===== config.mk =====
export PLATFORM = sky130hd
export DESIGN_NAME = peak_event_monitor
export DESIGN_NICKNAME = d
export VERILOG_FILES = /design/src/rtl/peak_event_monitor.sv
export SDC_FILE = /design/constraint.sdc
export NUM_CORES = 1
export LEC_CHECK = 0
export BUFFER_PORTS_ARGS = -buffer_cell sky130_fd_sc_hd__buf_2
export CAP_MARGIN = 20
export CORE_MARGIN = 3
export CORE_UTILIZATION = 61
export DETAILED_ROUTE_END_ITERATION = 7
export GPL_TIMING_DRIVEN = 0
export PLACE_DENSITY = 0.84
export SLEW_MARGIN = 20
export SYNTH_ARGS = -nofsm -noshare
export SYNTH_HDL_FRONTEND = slang
export SYNTH_SLANG_ARGS = --single-unit

===== constraint.sdc =====
create_clock -name clk -period 3.05 [get_ports clk]
set_input_delay 0.61 -clock clk [delete_from_list [all_inputs] [get_ports clk]]
set_output_delay 0.61 -clock clk [all_outputs]
set_load 0.005 [all_outputs]

===== src/rtl/peak_event_monitor.sv =====
// peak_event_monitor: measures peak-to-peak period of the load/store peak flag,
// validates it against a legal window and raises a sticky alarm after repeated
// consecutive violations or timeouts.
module peak_event_monitor #(
  parameter int unsigned PBITS      = 16,
  parameter int unsigned PMIN       = 29990,
  parameter int unsigned PMAX       = 30010,
  parameter int unsigned ECBITS     = 8,
  parameter int unsigned MISS_LIMIT = 3
) (
  input  logic              clk,
  input  logic              rst,
  input  logic              sig,
  input  logic              clr,
  output logic              period_valid,
  output logic [PBITS-1:0]  last_period,
  output logic              period_ok,
  output logic              timeout,
  output logic [ECBITS-1:0] event_count,
  output logic [2:0]        miss_count,
  output logic              alarm
);

  localparam int unsigned  MBITS   = 3;
  localparam logic [PBITS-1:0]  PMIN_V  = PBITS'(PMIN);
  localparam logic [PBITS-1:0]  PMAX_V  = PBITS'(PMAX);
  localparam logic [MBITS-1:0]  LIMIT_V = MBITS'(MISS_LIMIT);
  localparam logic [ECBITS-1:0] EC_MAX  = {ECBITS{1'b1}};

  typedef enum logic [1:0] {
    IDLE  = 2'd0,
    RUN   = 2'd1,
    ALARM = 2'd2
  } state_t;

  state_t             state, state_n;
  logic               sig_d;
  logic [PBITS-1:0]   cnt, cnt_n;
  logic [PBITS-1:0]   last_period_n;
  logic               period_ok_n;
  logic               period_valid_n;
  logic               timeout_n;
  logic [ECBITS-1:0]  event_count_n;
  logic [MBITS-1:0]   miss_count_n;
  logic               alarm_n;

  logic               rise;
  logic               in_window;
  logic [ECBITS-1:0]  event_inc;
  logic [MBITS-1:0]   miss_inc;

  // Rising edge of the peak flag; a level held high is a single event.
  assign rise      = sig & ~sig_d;
  assign in_window = (cnt >= PMIN_V) && (cnt <= PMAX_V);
  assign event_inc = (event_count == EC_MAX) ? event_count : event_count + ECBITS'(1);
  assign miss_inc  = (miss_count >= LIMIT_V) ? LIMIT_V : miss_count + MBITS'(1);

  // Next-state and next-output logic; clr dominates any edge or timeout.
  always_comb begin
    state_n        = state;
    cnt_n          = cnt;
    last_period_n  = last_period;
    period_ok_n    = period_ok;
    period_valid_n = 1'b0;
    timeout_n      = 1'b0;
    event_count_n  = event_count;
    miss_count_n   = miss_count;

    if (clr) begin
      state_n       = IDLE;
      cnt_n         = '0;
      event_count_n = '0;
      miss_count_n  = '0;
    end else begin
      case (state)
        IDLE: begin
          if (rise) begin
            cnt_n         = PBITS'(1);
            event_count_n = event_inc;
            state_n       = RUN;
          end
        end
        RUN: begin
          if (rise) begin
            // A rise exactly at PMAX is a legal period, not a timeout.
            last_period_n  = cnt;
            period_ok_n    = in_window;
            period_valid_n = 1'b1;
            event_count_n  = event_inc;
            cnt_n          = PBITS'(1);
            if (in_window) begin
              miss_count_n = '0;
            end else begin
              miss_count_n = miss_inc;
              if (miss_inc == LIMIT_V) state_n = ALARM;
            end
          end else if (cnt == PMAX_V) begin
            // No edge within the window: report, then resync on the next edge.
            timeout_n    = 1'b1;
            miss_count_n = miss_inc;
            cnt_n        = '0;
            state_n      = (miss_inc == LIMIT_V) ? ALARM : IDLE;
          end else begin
            cnt_n = cnt + PBITS'(1);
          end
        end
        ALARM: begin
          state_n = ALARM;
        end
        default: begin
          state_n = IDLE;
          cnt_n   = '0;
        end
      endcase
    end
  end

  assign alarm_n = (state_n == ALARM);

  // State and registered outputs.
  always_ff @(posedge clk or posedge rst) begin
    if (rst) begin
      state        <= IDLE;
      sig_d        <= 1'b0;
      cnt          <= '0;
      last_period  <= '0;
      period_ok    <= 1'b0;
      period_valid <= 1'b0;
      timeout      <= 1'b0;
      event_count  <= '0;
      miss_count   <= '0;
      alarm        <= 1'b0;
    end else begin
      state        <= state_n;
      sig_d        <= sig;
      cnt          <= cnt_n;
      last_period  <= last_period_n;
      period_ok    <= period_ok_n;
      period_valid <= period_valid_n;
      timeout      <= timeout_n;
      event_count  <= event_count_n;
      miss_count   <= miss_count_n;
      alarm        <= alarm_n;
    end
  end

endmodule


==> results.md <==
- Reg clk slew, reported paths: around 0.090 ns
- CP max-delay cell: nor3b_1
- Critical Path RT: 3.24 ns
- Hold Crit Class: in2async
- YS warnings: 0
- Synth async-reset ratio: 1.00
- Bufs and invs on worst path: 1
- Top FF cell, synth: dfrtp_1
- Area growth syn-to-layout: 13.6%
- Pwr dens: slightly above 400 nW/um2
- Total power: roughly 1.2 mW
- Flop pwr share: 0.584
- Count leader, synth: nand2_1
- Die Area: 4980 um2
- CP cell instances: nor3b_1 -> nor3_1 -> clkbuf_1 -> nor2_1 -> nor2_1
- Fmax: slightly above 500 MHz
- Critical path class: reg2reg
- Setup TNS: 0 ns
- Vias in the first global route: 2,019
- 1st-iter DRT viols: 130
- Fin crit period: 1.96 ns
- Clock Latency Late Sink: 0.30 ns
- Met2 routed WL: 2480 um
- Post-CTS Repair Setup Buffers: 0
- Syn_area_per_cell: between 9 and 10 um2
- Pin count of the biggest net entering global routing: 30
- Post-DP HPWL: about 3800 um
- Comb power frac: 0.075
- Syn Std Cell Area: roughly 2500 um2
- Routability Congestion: about 0.88
- # rows: 22
- IO buf count: 34
- H-tree levels: 2
- #FFs+latches synth: 50
- Die Y: between 70 and 80 um
- Via count: around 2,000
- DRT met1 WL: approximately 2500 um
- Met3 wire length: roughly 350 um
- Die width: 70.5 um
- TritonCTS clock tree: done
- Clock Power Share: 0.342
- Family with the most delay on the worst path: simple AND/OR/NAND/NOR gates
- Pleak: 1.47 nW
- Synth top cells by count: 55 x nand2_1, 50 x dfrtp_1, 19 x nor2_1
- Initial Utilization: 0.664
- CTS max path bufs: 2
- Register area share after synthesis: 0.492
- RSZ-0062 raised after global routing: false
- CTS resizes: 0
- Max Used Layer: met4
- Worst path most repeated cell: nor2_1
- Final WS setup: roughly 1.1 ns
- Reg2Reg Launch Point: state[1]$_DFF_PP0_
- Root buffer cell: clkbuf_8
- DP Worst Slack: roughly 0.78 ns
- CTS hold repair buffers: 0
- Post-Syn Instances: roughly 270
- Max-Slew Margin vs Limit: 0.551
- # setup viols final: 0
- Arrival time worst endpoint: ~2.1 ns
- Slowest stage delay, CP: a little under 0.6 ns
- Outcome: completed
- Router iterations before antenna repair: 6
- ANT nets after route: 0
- Diode count: 0
- DR DRC count: 0
- Core area: approximately 3800 um2
- First-pass GRT wire length: approximately 9400 um
- Final Cycle Share: 0.641
- CP max FO: 10
- IR drop worst, VDD: between 0.0002 and 0.0003 V
- Sw Ratio: 0.243
- Total global routing overflow: 0
- Core Util, Final: 0.754
- Initial antenna violation count: 0
- CTS buffer count: 5
- Crit path from: state[1]$_DFF_PP0_
- Post-synth EDFFs: 0
- Final slew viol count: 0
- Drt via density: roughly 5.7
- Clock Sinks: 50
- Critical path startpoint category: flop
- Final hold vios: 0
- Layout cells sized above 1: 0.183
- Post-Syn Nets: 278
- # nets final: 320
- CP endpoint kind: flop
- Max-capacitance violation count: 0
- Internal power: about 890 uW
- DR WL/cell: about 15 um
- I/O Pins: 35
- Largest cells by area after synthesis: dfrtp_1 49%, nand2_1 8.1%, o21ai_0 3.0%
- Gr usage total: 0.233
- Clock Skew: just under 0.006 ns
- Top-area cell type share of the netlist area: 0.492
- Cell type with the largest total area after synthesis: dfrtp_1
- Least-Margin Pin Slew: 0.672 ns
- Net switching power: around 290 uW
- Unique cell type count in the Yosys netlist: 52
- Total Wirelength: 5410 um
## power groups by stage
stage | logic, mW | registers (mW) | clock network [mW]
6_report | 0.0877 | 0.684 | 0.401
4_1_cts | 0.0892 | 0.684 | 0.401
5_1_grt | 0.0994 | 0.686 | 0.429
3_5_place_dp | 0.0889 | 0.697 | 0
2_1_floorplan | 0.0590 | 0.696 | 0
3_3_place_gp | 0.0832 | 0.697 | 0
## metal layers
layer,up-vias,GRT usage
li1,1026,-
met1,969,0.331
met2,54,0.373
met3,8,0.0469
met4,0,0.0585
met5,-,0
## state kept, by name, summed over array words and instances (netlist names)
signal and count:
cnt 16, last_period 16, event_count 8, miss_count 3, state 2, alarm 1
period_ok 1, period_valid 1, sig_d 1, timeout 1
## cell families after synthesis
| logic type | after synthesis | synth area share |
|---|---|---|
| flops | 50 | 0.492 |
| fa+ha+maj | 5 | 0.0246 |
| xor+xnor | 11 | 0.0379 |
| mux | 3 | 0.0118 |
| simple gates | 127 | 0.248 |
| compound gates | 52 | 0.148 |
| buf+inv | 21 | 0.0369 |
## final cells by class
type	instances	area (um2)
multi-input combinational	198	1200
tap	48	60.1
buffer	12	60.1
fill	283	940
clock inverter	2	12.5
sequential	50	1250
clock buffer	6	82.6
inverter	9	33.8
timing repair buffer	35	190
## layout by cell type, fill, tap and decap left out, types with 2 or more instances in the layout
master and count:
or3_1 4, and3_1 7, nor2b_1 2, o21bai_1 2
inv_1 8, buf_2 37, xor2_1 7, o21ai_0 15
mux2i_1 3, nand2_1 55, o21ai_1 3, and2_1 3
nand3_1 9, nor2_1 19, a21o_1 3, a211o_1 2
a21oi_1 6, nand2b_1 2, a22o_1 3, a211oi_1 2
nor3_1 6, o211ai_1 3, clkbuf_8 6, clkbuf_1 7
xnor2_1 4, nand4bb_1 3, nand4_1 6, dfrtp_1 50
ha_1 5, a31o_1 3
## path summary, 6_finish.rpt
| path | to | slack, ns | depth (start not counted) |
|---|---|---|---|
| setup / recovery | cnt[13]$_DFFE_PP0P_ | 1.09 | 5 |
| hold / removal | miss_count[1]$_DFFE_PP0P_ | 0.31 | 2 |
| setup reg to reg | cnt[13]$_DFFE_PP0P_ | 1.09 | 5 |
| hold reg to reg | last_period[3]$_DFFE_PP0P_ | 0.48 | 2 |
| max in group asynchronous | cnt[9]$_DFFE_PP0P_ | 2.23 | 3 |
| min in group clk | sig_d$_DFF_PP0_ | 0.46 | 1 |
## metrics by stage
stage	instances	instance area, um2	hold slack [ns]
finish	360	2890	0.312
global route	360	2890	0.333
CTS	360	2890	0.325
detailed placement	352	2790	0.458
global placement	351	2770	0.454
floorplan	269	2540	0.470
## worst register-to-register path: stages, from the launching register on
cell and delay (ns):
dfrtp_1 0.44, nor3b_1 0.58, nor3_1 0.21, clkbuf_1 0.28, nor2_1 0.24, nor2_1 0.08
Power figures use the tool's default switching activity.
